[src/rtl/riscv_pkg.sv]
// Shared RV32I core types and constants used by the instruction-fetch slice.
// Holds the fetch buffer entry layout and the fetch sequencer state encoding.
package riscv_pkg;

  localparam logic [31:0] RESET_PC    = 32'h0040_0000;
  localparam int          FETCH_DEPTH = 2;

  typedef struct packed {
    logic [31:0] pc;
    logic [31:0] instr;
  } t_fetch_entry;

  typedef enum logic [1:0] {
    FS_BOOT,
    FS_RUN,
    FS_STALE
  } t_fetch_state;

endpackage

[src/rtl/fetch_fifo.sv]
// In-order buffer of fetched {pc,instr}; head is visible the cycle after push.
// Push/pop in the same cycle is legal at full; clear empties it in one edge.
module fetch_fifo #(
  parameter int DEPTH = 2
) (
  input  logic                       clk,
  input  logic                       rst_n,
  input  logic                       push,
  input  logic [31:0]                push_pc,
  input  logic [31:0]                push_instr,
  input  logic                       pop,
  input  logic                       clear,
  output logic [31:0]                head_pc,
  output logic [31:0]                head_instr,
  output logic                       full,
  output logic                       empty,
  output logic [$clog2(DEPTH):0]     count
);
  import riscv_pkg::*;

  localparam int AW = $clog2(DEPTH);

  t_fetch_entry mem [DEPTH];
  logic [AW:0]  wptr;
  logic [AW:0]  rptr;

  assign count      = wptr - rptr;
  assign empty      = (wptr == rptr);
  assign full       = (count == (AW+1)'(DEPTH));
  assign head_pc    = mem[rptr[AW-1:0]].pc;
  assign head_instr = mem[rptr[AW-1:0]].instr;

  always_ff @(posedge clk or negedge rst_n) begin
    if (!rst_n) begin
      wptr <= '0;
      rptr <= '0;
      for (int i = 0; i < DEPTH; i++) mem[i] <= '0;
    end else if (clear) begin
      wptr <= '0;
      rptr <= '0;
    end else begin
      if (push) begin
        mem[wptr[AW-1:0]] <= {push_pc, push_instr};
        wptr              <= wptr + 1'b1;
      end
      if (pop) rptr <= rptr + 1'b1;
    end
  end

endmodule

[src/rtl/fetch_ctrl.sv]
// Fetch sequencer: owns the PC, issues imem req/gnt, buffers rvalid data; gnt at N -> if_valid_o at N+2.
// Requests stop while outstanding+buffered reaches FETCH_DEPTH; a raised request is never withdrawn.
module fetch_ctrl #(
  parameter logic [31:0] RESET_PC    = riscv_pkg::RESET_PC,
  parameter int          FETCH_DEPTH = riscv_pkg::FETCH_DEPTH
) (
  input  logic        clk,
  input  logic        rst_n,
  input  logic        stall_i,
  input  logic        redirect_i,
  input  logic [31:0] redirect_pc_i,
  output logic        imem_req_o,
  output logic [31:0] imem_addr_o,
  input  logic        imem_gnt_i,
  input  logic        imem_rvalid_i,
  input  logic [31:0] imem_rdata_i,
  output logic        if_valid_o,
  output logic [31:0] if_pc_o,
  output logic [31:0] if_instr_o,
  output logic        flush_o
);
  import riscv_pkg::*;

  localparam int CW = $clog2(FETCH_DEPTH) + 1;

  t_fetch_state  state;
  logic [31:0]   pc;
  logic [31:0]   target;
  logic [31:0]   rpc;
  logic [CW-1:0] outstanding;
  logic [CW-1:0] drop;
  logic          req_hold;

  logic          fifo_full;
  logic          fifo_empty;
  logic [CW-1:0] occ;
  logic          gnt_fire;
  logic          rv_drop;
  logic          push;
  logic          pop;
  logic [CW-1:0] out_next;
  logic [CW:0]   inflight;
  logic [31:0]   redirect_pc;

  assign redirect_pc = redirect_pc_i & 32'hFFFF_FFFC;
  assign flush_o     = redirect_i;
  assign if_valid_o  = ~fifo_empty;
  assign imem_addr_o = pc;

  // The head leaving this cycle frees its slot, so a steady stream sustains one fetch per cycle.
  assign pop      = if_valid_o & ~stall_i & ~redirect_i;
  assign inflight = (CW+1)'(outstanding) + (CW+1)'(occ) - (CW+1)'(pop);

  assign imem_req_o = (state == FS_STALE) | req_hold |
                      ((state == FS_RUN) & (inflight < (CW+1)'(FETCH_DEPTH)));

  assign gnt_fire = imem_req_o & imem_gnt_i;
  assign rv_drop  = imem_rvalid_i & (drop != '0);
  assign push     = imem_rvalid_i & ~rv_drop & ~redirect_i;
  assign out_next = outstanding + CW'(gnt_fire) - CW'(imem_rvalid_i);

  fetch_fifo #(.DEPTH(FETCH_DEPTH)) u_fifo (
    .clk        (clk),
    .rst_n      (rst_n),
    .push       (push),
    .push_pc    (rpc),
    .push_instr (imem_rdata_i),
    .pop        (pop),
    .clear      (redirect_i),
    .head_pc    (if_pc_o),
    .head_instr (if_instr_o),
    .full       (fifo_full),
    .empty      (fifo_empty),
    .count      (occ)
  );

  always_ff @(posedge clk or negedge rst_n) begin
    if (!rst_n) begin
      state       <= FS_BOOT;
      pc          <= RESET_PC;
      target      <= RESET_PC;
      rpc         <= RESET_PC;
      outstanding <= '0;
      drop        <= '0;
      req_hold    <= 1'b0;
    end else begin
      req_hold    <= imem_req_o & ~imem_gnt_i;
      outstanding <= out_next;
      // After a redirect every response still due belongs to the old stream.
      if (redirect_i) drop <= out_next;
      else            drop <= drop - CW'(rv_drop) + CW'((state == FS_STALE) & gnt_fire);
      if (redirect_i) rpc <= redirect_pc;
      else if (push)  rpc <= rpc + 32'd4;
      case (state)
        FS_BOOT: begin
          state <= FS_RUN;
          if (redirect_i) pc <= redirect_pc;
        end
        FS_RUN: begin
          if (redirect_i && imem_req_o && !imem_gnt_i) begin
            state  <= FS_STALE;
            target <= redirect_pc;
          end else if (redirect_i) begin
            pc <= redirect_pc;
          end else if (gnt_fire) begin
            pc <= pc + 32'd4;
          end
        end
        FS_STALE: begin
          if (redirect_i) target <= redirect_pc;
          if (imem_gnt_i) begin
            state <= FS_RUN;
            pc    <= redirect_i ? redirect_pc : target;
          end
        end
        default: state <= FS_BOOT;
      endcase
    end
  end

  a_rvalid_legal: assert property (@(posedge clk) disable iff (!rst_n)
    imem_rvalid_i |-> (outstanding != '0));
  a_no_overflow: assert property (@(posedge clk) disable iff (!rst_n)
    push |-> (!fifo_full || pop));

endmodule
[config.mk]
export PLATFORM = sky130hd
export DESIGN_NAME = fetch_ctrl
export DESIGN_NICKNAME = d
export VERILOG_FILES = /design/src/rtl/riscv_pkg.sv /design/src/rtl/fetch_fifo.sv /design/src/rtl/fetch_ctrl.sv
export SDC_FILE = /design/constraint.sdc
export NUM_CORES = 1
export LEC_CHECK = 0
export CORE_ASPECT_RATIO = 0.5
export CORE_MARGIN = 5
export CORE_UTILIZATION = 59
export DETAILED_ROUTE_END_ITERATION = 6
export GPL_TIMING_DRIVEN = 0
export HOLD_SLACK_MARGIN = 0.02
export PLACE_DENSITY = 0.95
export SLEW_MARGIN = 15
export SYNTH_ARGS = -nofsm -noshare
export SYNTH_HDL_FRONTEND = slang
export SYNTH_SLANG_ARGS = --single-unit
[constraint.sdc]
create_clock -name clk -period 5.7 [get_ports clk]
set_clock_uncertainty 0.2 [all_clocks]
set_input_delay 0.855 -clock clk [delete_from_list [all_inputs] [get_ports clk]]
set_output_delay 0.855 -clock clk [all_outputs]
set_load 0.03 [all_outputs]
## Word-level counts from Yosys, hierarchy flattened

Cells that the tools add are included.

| operators by class | value |
|---|---|
| magnitude comparators | 4 |
| reduce and logical (&&, ||, !) cells | 14 |
| div/mod/pow operators | 0 |
| multipliers | 0 |
| equal/unequal tests | 8 |
| bitwise logic cells | 18 |
| muxes and demuxes | 25 |
| shift operators | 0 |
| add/sub/neg operators | 11 |

Operators with widths:

| kind | number |
|---|---|
| 2-to-1 mux 32 bit | 9 |
| 2-to-1 mux 64 bit | 4 |
| bitwise mux 128 bit | 1 |
| one-hot mux 32 bit (3 select lines) | 1 |
| adder 32 x 3 -> 32 bit (second input constant) | 2 |
| demux 64 bit (select 1 bit) | 1 |
| one-hot mux 32 bit (2 select lines) | 1 |
| 2-to-1 mux 2 bit | 7 |
| AND 1 bit | 9 |
| nonzero test 2 bit | 4 |
| inequality test 2 bit (second input constant) | 3 |
| one-hot mux 2 bit (3 select lines) | 1 |
| AND reduction 2 bit | 3 |
| inverter 1 bit | 5 |
| AND reduction 5 bit | 1 |
| adder 2 x 1 -> 2 bit | 2 |
| adder 2 x 1 -> 2 bit (second input constant) | 2 |
| >= comparator 2 bit (second input constant) | 2 |
| inverter 1 -> 2 bit | 2 |
| subtractor 2 x 1 -> 2 bit | 2 |
| adder 2 x 2 -> 3 bit | 1 |
| logical AND 1 bit | 3 |
| < comparator 3 x 2 -> 1 bit (second input constant) | 1 |
| inequality test 3 bit (second input constant) | 1 |
| 11 further kinds | 12 |

| storage, ports and cells | value |
|---|---|
| memories | 0 |
| output and inout bits | 99 |
| bits in registers | 235 |
| memory bits (read-only) | 0 |
| logic and storage cells | 93 |
| bits in latches | 0 |
| input port bits | 70 |
| memory bits (writable) | 0 |

## Longest topological paths before layout

Gate-level depths: netlist of the first run.

| logic depth | value |
|---|---|
| depth in word-level cells | 13 |
| mapped depth | 18 |
| gate-level depth less buffers | 17 |

## Modules after synthesis

From an unflattened synthesis of the first run, not the netlist that was laid out.

| unflattened totals | value |
|---|---|
| cell total of the unflattened synthesis | 1040 |
| area total of the unflattened synthesis | 12319.3 um^2 |

Modules (own cells, without submodules):

| module | cells an instance | area each (um^2) | times used | sequential area each (um^2) |
|---|---|---|---|---|
| fetch_fifo | 364 | 6163.4 | 1 | 3303.2 |
| fetch_ctrl | 676 | 6155.9 | 1 | 2531.2 |

## Worst setup path after synthesis of the first run

No wires, ideal clock.

| path | value |
|---|---|
| path type | input port to flip-flop |
| start point | in redirect_i |
| end point | reg drop[1] |
| stages | 17 |
| data required time | 5.417 ns |
| arrival | 3.696 ns |
| setup slack | 1.722 ns |
| path through | inv_1 -> clkbuf_1 -> and2_1 -> ha_1 -> nand2b_1 -> fa_1 -> xor2_1 -> a311o_1 -> buf_2 -> nand2_1 -> ha_1 -> inv_1 -> ha_1 -> xnor2_1 -> xnor2_1 -> nand2_1 -> o21ai_0 |

| on the way | value |
|---|---|
| word-level cells in the longest chain between the ends | 10 |

RTL lines:

| element | RTL line | source |
|---|---|---|
| start, declared | fetch_ctrl.sv:10 | `input logic redirect_i,` |
| inverter 1 bit (no line) | - |  |
| AND 1 bit | fetch_ctrl.sv:51 | `assign pop = if_valid_o & ~stall_i & ~redirect_i;` |
| subtractor 3 x 1 -> 3 bit | fetch_ctrl.sv:52 | `assign inflight = (CW+1)'(outstanding) + (CW+1)'(occ) - (CW+1)'(pop);` |
| < comparator 3 x 2 -> 1 bit | fetch_ctrl.sv:55 | `((state == FS_RUN) & (inflight < (CW+1)'(FETCH_DEPTH)));` |
| AND 1 bit | fetch_ctrl.sv:55 |  |
| OR 1 bit | fetch_ctrl.sv:54 | `assign imem_req_o = (state == FS_STALE) \| req_hold \|` |
| net imem_req_o | fetch_ctrl.sv:12 | `output logic imem_req_o,` |
| AND 1 bit | fetch_ctrl.sv:57 | `assign gnt_fire = imem_req_o & imem_gnt_i;` |
| adder 2 x 1 -> 2 bit | fetch_ctrl.sv:60 | `assign out_next = outstanding + CW'(gnt_fire) - CW'(imem_rvalid_i);` |
| subtractor 2 x 1 -> 2 bit | fetch_ctrl.sv:60 |  |
| net out_next[1] | fetch_ctrl.sv:41 | `logic [CW-1:0] out_next;` |
| 2-to-1 mux 2 bit | fetch_ctrl.sv:90 | `if (redirect_i) drop <= out_next;` |
| end signal, assigned | fetch_ctrl.sv:90 |  |
| end signal, assigned | fetch_ctrl.sv:91 | `else drop <= drop - CW'(rv_drop) + CW'((state == FS_STALE) & gnt_fire);` |
| end, declared | fetch_ctrl.sv:31 | `logic [CW-1:0] drop;` |

The timed path passes the listed nets, and every way through them passes these cells.
A chain may end at the register's enable or synchronous reset.

## Final worst setup path of the first run

| path | value |
|---|---|
| start point | in redirect_i |
| end point | out imem_req_o |

| on the way | value |
|---|---|
| word-level cells in the longest chain between the ends | 6 |

RTL lines:

| element | RTL line |
|---|---|
| inverter 1 bit (no line) | - |
| AND 1 bit | fetch_ctrl.sv:51 |
| subtractor 3 x 1 -> 3 bit | fetch_ctrl.sv:52 |
| < comparator 3 x 2 -> 1 bit | fetch_ctrl.sv:55 |
| AND 1 bit | fetch_ctrl.sv:55 |
| OR 1 bit | fetch_ctrl.sv:54 |
| end, declared | fetch_ctrl.sv:12 |

Every way passes these cells.

==> results of run 1 <==
## Yosys cell counts (14+ instances only)
master	instances	area share
dfrtp_1	226	0.49
mux2_2	187	0.18
nand2_1	77	0.025
o21ai_0	65	0.028
clkbuf_1	36	0.012
nor2_1	33	0.011
xnor2_1	29	0.022
mux2_1	28	0.027
nand3_1	24	0.010
buf_2	23	0.0099
nand4_1	23	0.012
a21oi_1	20	0.0086
xor2_1	19	0.014
inv_1	18	0.0058
nor3_1	17	0.0073
o31ai_1	16	0.010
o21ai_1	14	0.0060
## state kept, by name, indices dropped and copies added (netlist names)
name / flops
state: 2
u_fifo.rptr: 2
u_fifo.wptr: 2
rpc: 30
imem_addr_o: 32
outstanding: 2
target: 32
u_fifo.mem: 124
drop: 2
req_hold: 1
## final timing paths
path	from	slack [ns]	to
setup / recovery	redirect_i	0.33	imem_req_o
hold / removal	rst_n	0.02	target[11]$_DFFE_PN0P_
setup reg to reg	u_fifo.wptr[0]$_DFFE_PN0N_	1.43	target[3]$_DFFE_PN0P_
hold reg to reg	target[20]$_DFFE_PN0P_	0.29	target[20]$_DFFE_PN0P_
max in group asynchronous	rst_n	4.03	u_fifo.mem[10]$_DFFE_PN0P_
min in group clk	target[20]$_DFFE_PN0P_	0.29	target[20]$_DFFE_PN0P_
## layout make-up
class                   count  area (µm²)  area share
well taps                 266         333      0.0231
repair buffers            166        1700       0.118
flip-flops and latches    229        5730       0.397
plain buffers              67         310      0.0215
multi-input cells         709        5540       0.384
clock inverters            12         176      0.0122
clock buffers              26         564      0.0391
inverters                  18        67.6     0.00468
## worst max-delay path: stages
cell and delay, ns:
clkdlybuf4s50_1 0.50, inv_1 0.27, clkbuf_1 0.44, and2_1 0.22
ha_1 0.22, nand2b_1 0.15, fa_1 0.37, xor2_1 0.17
a311o_1 0.34, buf_2 0.17, clkdlybuf4s50_1 0.60
## layout by cell type, fill, tap and decap left out, types with 14 or more instances in the layout
cell type	synthesis	routed
dfrtp_1	226	226
xor2_1	19	19
clkbuf_16	0	21
nand2_1	77	77
clkbuf_1	36	39
inv_1	18	18
nor3_1	17	17
nand3_1	24	24
nor2_1	33	33
clkdlybuf4s50_1	0	163
buf_2	23	23
xnor2_1	29	29
o21ai_1	14	14
o21ai_0	65	65
mux2_2	187	187
a21oi_1	20	20
nand4_1	23	23
mux2_1	28	28
o31ai_1	16	16
## kinds of logic (layout without fill, tap and decap cells)
logic type               count (synthesis)  count (layout)
AO/OA/AOI/OAI                          188             188
other                                    1               2
flip-flops                             229             229
buffers and inverters                   85             289
AND/OR/NAND/NOR                        235             235
XOR/XNOR                                48              48
adder cells (fa/ha/maj)                 14              14
multiplexers                           222             222
## report_power, final
group,switching (mW),internal (mW),leakage (nW)
logic,2.45,1.93,2.87
clock network,0.652,0.892,0.346
registers,0.502,2.27,2.86
## layer usage
layer  up-vias  GRT usage
met3       138     0.0553
met5         -          0
li1       4088          -
met2       541      0.501
met4         0      0.112
met1      4671      0.386
==> flow_summary.json, run 1 <==
{
  "post-cts-setup-buffers": 0,
  "design_area_um2": 14400,
  "slew_violations": 0,
  "fp.dieH_um": 109,
  "cp-end-kind": "output port",
  "die_area_um2": 22800,
  "clk-insertion-delay-late_ns": 0.51,
  "layout.cells.non_filler": 1493,
  "synth_xor_area_frac": 0.0361,
  "track_usage": 0.295,
  "drtIter0Drc": 960,
  "rsz0062_at_grt": "false",
  "synth_ff_type": "dfrtp_1",
  "grt_pass1_wl_um": 54000,
  "outcome": "complete, no violations",
  "ys_ff_latch": 229,
  "yosys.cell_types.count": 69,
  "r2r_cells": 14,
  "areaGrowthSynthToFinish_pct": 23.9,
  "required_ns": 4.64,
  "synthAdderAreaFrac": 0.0157,
  "synthSimpleGateAreaFrac": 0.106,
  "synth_top_family_by_area": "multiplexers",
  "ctsResizeCount": 0,
  "wl_met3_um": 2920,
  "wl_met1_um": 13700,
  "drc": 0,
  "fin_nets": 1296,
  "wl_met2_um": 16100,
  "synthArstFlopShare": 1.00,
  "finalCriticalPeriod_ns": 5.37,
  "avgSynthCellArea_um2": 11.4,
  "rows": 36,
  "setup_slack_ns": 0.327,
  "grt_max_degree": 106,
  "synth_edf_count": 0,
  "synthMuxAreaShare": 0.214,
  "critPathMaxFanout": 10,
  "clk_pin_slew_ns": 0.07,
  "synth_compound_area_frac": 0.103,
  "setup-tns-final_ns": 0,
  "layout-drive-gt1-share": 0.221,
  "hold_buffers": 0,
  "worstPathArrival_ns": 4.32,
  "routed_via_density": 6.32,
  "grt_overflow_total": 0,
  "cts_buffers": 21,
  "wl_per_cell_um": 22.8,
  "fill_cells": 1201,
  "fmax_mhz": 186,
  "dr.pass1.iters": 7,
  "htreeDepth": 1,
  "cts_tree": "yes",
  "gp_congestion": 0.960,
  "fin_crit_sh": 0.943,
  "cts_sinks": 229,
  "postLayoutCoreUtil": 0.743,
  "antenna_cells": 0,
  "dp_hpwl_um": 23600,
  "grt_pass1_vias": 9814,
  "hold_viol": 0,
  "yosysSeqAreaShare": 0.492,
  "die_width_um": 209,
  "p_total_mw": 8.69,
  "cap_viol_max_count": 0,
  "worst_pin_slew_ns": 0.777,
  "netlist_area_um2": 11600,
  "cts-root-buf": "clkbuf_16",
  "ys.warnings.count": 0,
  "cts.path.max_buffers": 3,
  "initial_utilization": 0.600,
  "hold_path_class": "input port to asynchronous set/reset pin",
  "top_layer": "met4",
  "hold_ws_ns": 0.0179,
  "slew_headroom": 0.478,
  "num_io_pins": 169,
  "portBuffers": 164,
  "dpl.cell_count": 1455,
  "vias": 9438,
  "ir_worst_vdd_uv": 329,
  "pre_cts_ws_ns": 0.437,
  "setup_viol": 0,
  "cp-start-kind": "input port",
  "power_density_nw_per_um2": 603,
  "power.leakage_nw": 6.08,
  "drt-total-wl_um": 34100,
  "grt_antenna_before_repair": 0,
  "drtAntennaViolNets": 0,
  "critPathKind": "input port to output port",
  "synth_cells": 1022,
  "dpl-instance-area_um2": 13700,
  "coreArea_um2": 19400
}
No activity file was read; power rests on OpenSTA's default activity.
==> run 2: changes to the inputs <==
- HOLD_SLACK_MARGIN: 0.02 -> not set
- PLACE_DENSITY: 0.95 -> 0.86
==> run 2 against run 1 <==
Compared with the run above: the flow now finishes with violations (DRC); register-to-register slack better by 0.04 ns; combinational power fell by 0.9%; worst setup slack improved by 0.015 ns; core utilization barely moved; hold slack gained 0.11 ns; first-iteration DRC count shrank 17%; fmax up 0.29%; routed wire length fell by 5.6%; total power is 1.0% lower; cell area about the same; critical endpoint unchanged.
==> flow_summary.json, run 2 (synthesis results as in run 1) <==
{
  "worst_pin_slew_ns": 0.717,
  "finalCriticalPeriod_ns": 5.36,
  "dr.pass1.iters": 7,
  "rsz0062_at_grt": "false",
  "track_usage": 0.280,
  "hold_viol": 0,
  "fin_nets": 1297,
  "cp-start-kind": "input port",
  "setup_viol": 0,
  "initial_utilization": 0.600,
  "multi_input_area_um2": 5540,
  "post-cts-setup-buffers": 0,
  "hold_path_class": "input port to asynchronous set/reset pin",
  "reg2reg_to": "target[14]$_DFFE_PN0P_",
  "ir_worst_vdd_uv": 366,
  "layout.cells.non_filler": 1495,
  "cts_sinks": 229,
  "clk_pin_slew_ns": 0.07,
  "cp-end-kind": "output port",
  "fp.dieH_um": 109,
  "grt_antenna_before_repair": 1,
  "reg2reg_from": "u_fifo.wptr[0]$_DFFE_PN0N_",
  "final_cell_mix": "226 x dfrtp_1, 187 x mux2_2, 163 x clkdlybuf4s50_1",
  "pre_cts_ws_ns": 0.398,
  "wl_per_cell_um": 21.5,
  "layout-drive-gt1-share": 0.222,
  "critPathKind": "input port to output port",
  "fill_cells": 1309,
  "regMostFlops": "u_fifo.mem",
  "routed_via_density": 6.14,
  "largest_reg_flops": 124,
  "htreeDepth": 1,
  "dp_hpwl_um": 22900,
  "coreArea_um2": 19400,
  "grt_max_degree": 83,
  "power.leakage_nw": 6.11,
  "cts_buffers": 22,
  "hold_buffers": 0,
  "drtAntennaViolNets": 0,
  "hold_ws_ns": 0.130,
  "vias": 9183,
  "portBuffers": 164,
  "required_ns": 4.64,
  "endpoint": "imem_req_o",
  "outcome": "complete, but fails checks",
  "setup_slack_ns": 0.342,
  "ctsResizeCount": 0,
  "power_density_nw_per_um2": 596,
  "cts-root-buf": "clkbuf_16",
  "num_io_pins": 169,
  "cts_tree": "yes",
  "areaGrowthSynthToFinish_pct": 23.9,
  "worstPathArrival_ns": 4.30,
  "p_total_mw": 8.61,
  "final_common_cell": "dfrtp_1",
  "clk-insertion-delay-late_ns": 0.51,
  "cts.path.max_buffers": 3,
  "fin_crit_sh": 0.940,
  "grt_overflow_total": 0,
  "slew_headroom": 0.521,
  "cap_viol_max_count": 0,
  "fmax_mhz": 187,
  "gp_congestion": 0.930,
  "drc": 5,
  "cp-startpoint": "redirect_i",
  "rows": 36,
  "slew_violations": 0,
  "drtIter0Drc": 793,
  "r2r_cells": 14,
  "violations": "DRC",
  "drt-total-wl_um": 32200,
  "antenna_cells": 0,
  "grt_pass1_wl_um": 51400,
  "critPathMaxFanout": 10,
  "rrSetupSlack_ns": 1.47,
  "die_width_um": 209,
  "die_area_um2": 22800,
  "ff_latch_area_um2": 5730,
  "grt_pass1_vias": 9545,
  "dpl.cell_count": 1455
}
==> run 2: cell type report <==
type / instances / share of cell area
plain buffers: 67 / 0.0215
multi-input cells: 709 / 0.384
clock inverters: 7 / 0.00416
repair buffers: 166 / 0.118
flip-flops and latches: 229 / 0.397
well taps: 266 / 0.0231
clock buffers: 33 / 0.0473
inverters: 18 / 0.00468
==> run 2: how the worst min path moves through the flow <==
stage	from	end	slack, ns
global route	rst_n	imem_addr_o[9]$_DFFE_PN0P_	0.16
finish	rst_n	imem_addr_o[9]$_DFFE_PN0P_	0.13
detailed placement	target[21]$_DFFE_PN0P_	target[21]$_DFFE_PN0P_	0.28
floorplan	u_fifo.mem[49]$_DFFE_PN0P_	u_fifo.mem[49]$_DFFE_PN0P_	0.24
global placement	u_fifo.mem[56]$_DFFE_PN0P_	u_fifo.mem[56]$_DFFE_PN0P_	0.26
CTS	rst_n	imem_addr_o[9]$_DFFE_PN0P_	0.15
==> run 2: metal layers <==
metal  track usage  routed length [µm]  vias to the layer above
li1              -                   -                     4109
met1         0.376               13400                     4533
met2         0.472               15200                      458
met3        0.0559                2660                       81
met4        0.0828                 841                        2
met5             0                  12                        -
==> run 2: power breakdown <==
group          switching [mW]  total [mW]  internal, mW
logic                    2.41        4.34          1.93
registers               0.487        2.76          2.27
clock network           0.634        1.51         0.874
total                    3.53        8.61          5.07
==> run 2: per-stage QoR <==
stage          utilization  cell area, µm²  TNS (ns)
2_1_floorplan            -           11700         0
3_3_place_gp         0.702           13600  -1277.66
3_5_place_dp         0.705           13700         0
4_1_cts              0.743           14400         0
5_1_grt              0.743           14400         0
6_report             0.743           14400         0
==> run 2: critical path, stage by stage <==
cell and delay (ns):
clkdlybuf4s50_1 0.54, inv_1 0.25, clkbuf_1 0.40, and2_1 0.22
ha_1 0.22, nand2b_1 0.15, fa_1 0.37, xor2_1 0.17
a311o_1 0.34, buf_2 0.17, clkdlybuf4s50_1 0.60
==> run 3: changes to the inputs <==
- SKIP_LAST_GASP: not set -> 1
==> results of run 3 <==
Final layout, timing and power as in run 2 (identical DEF).
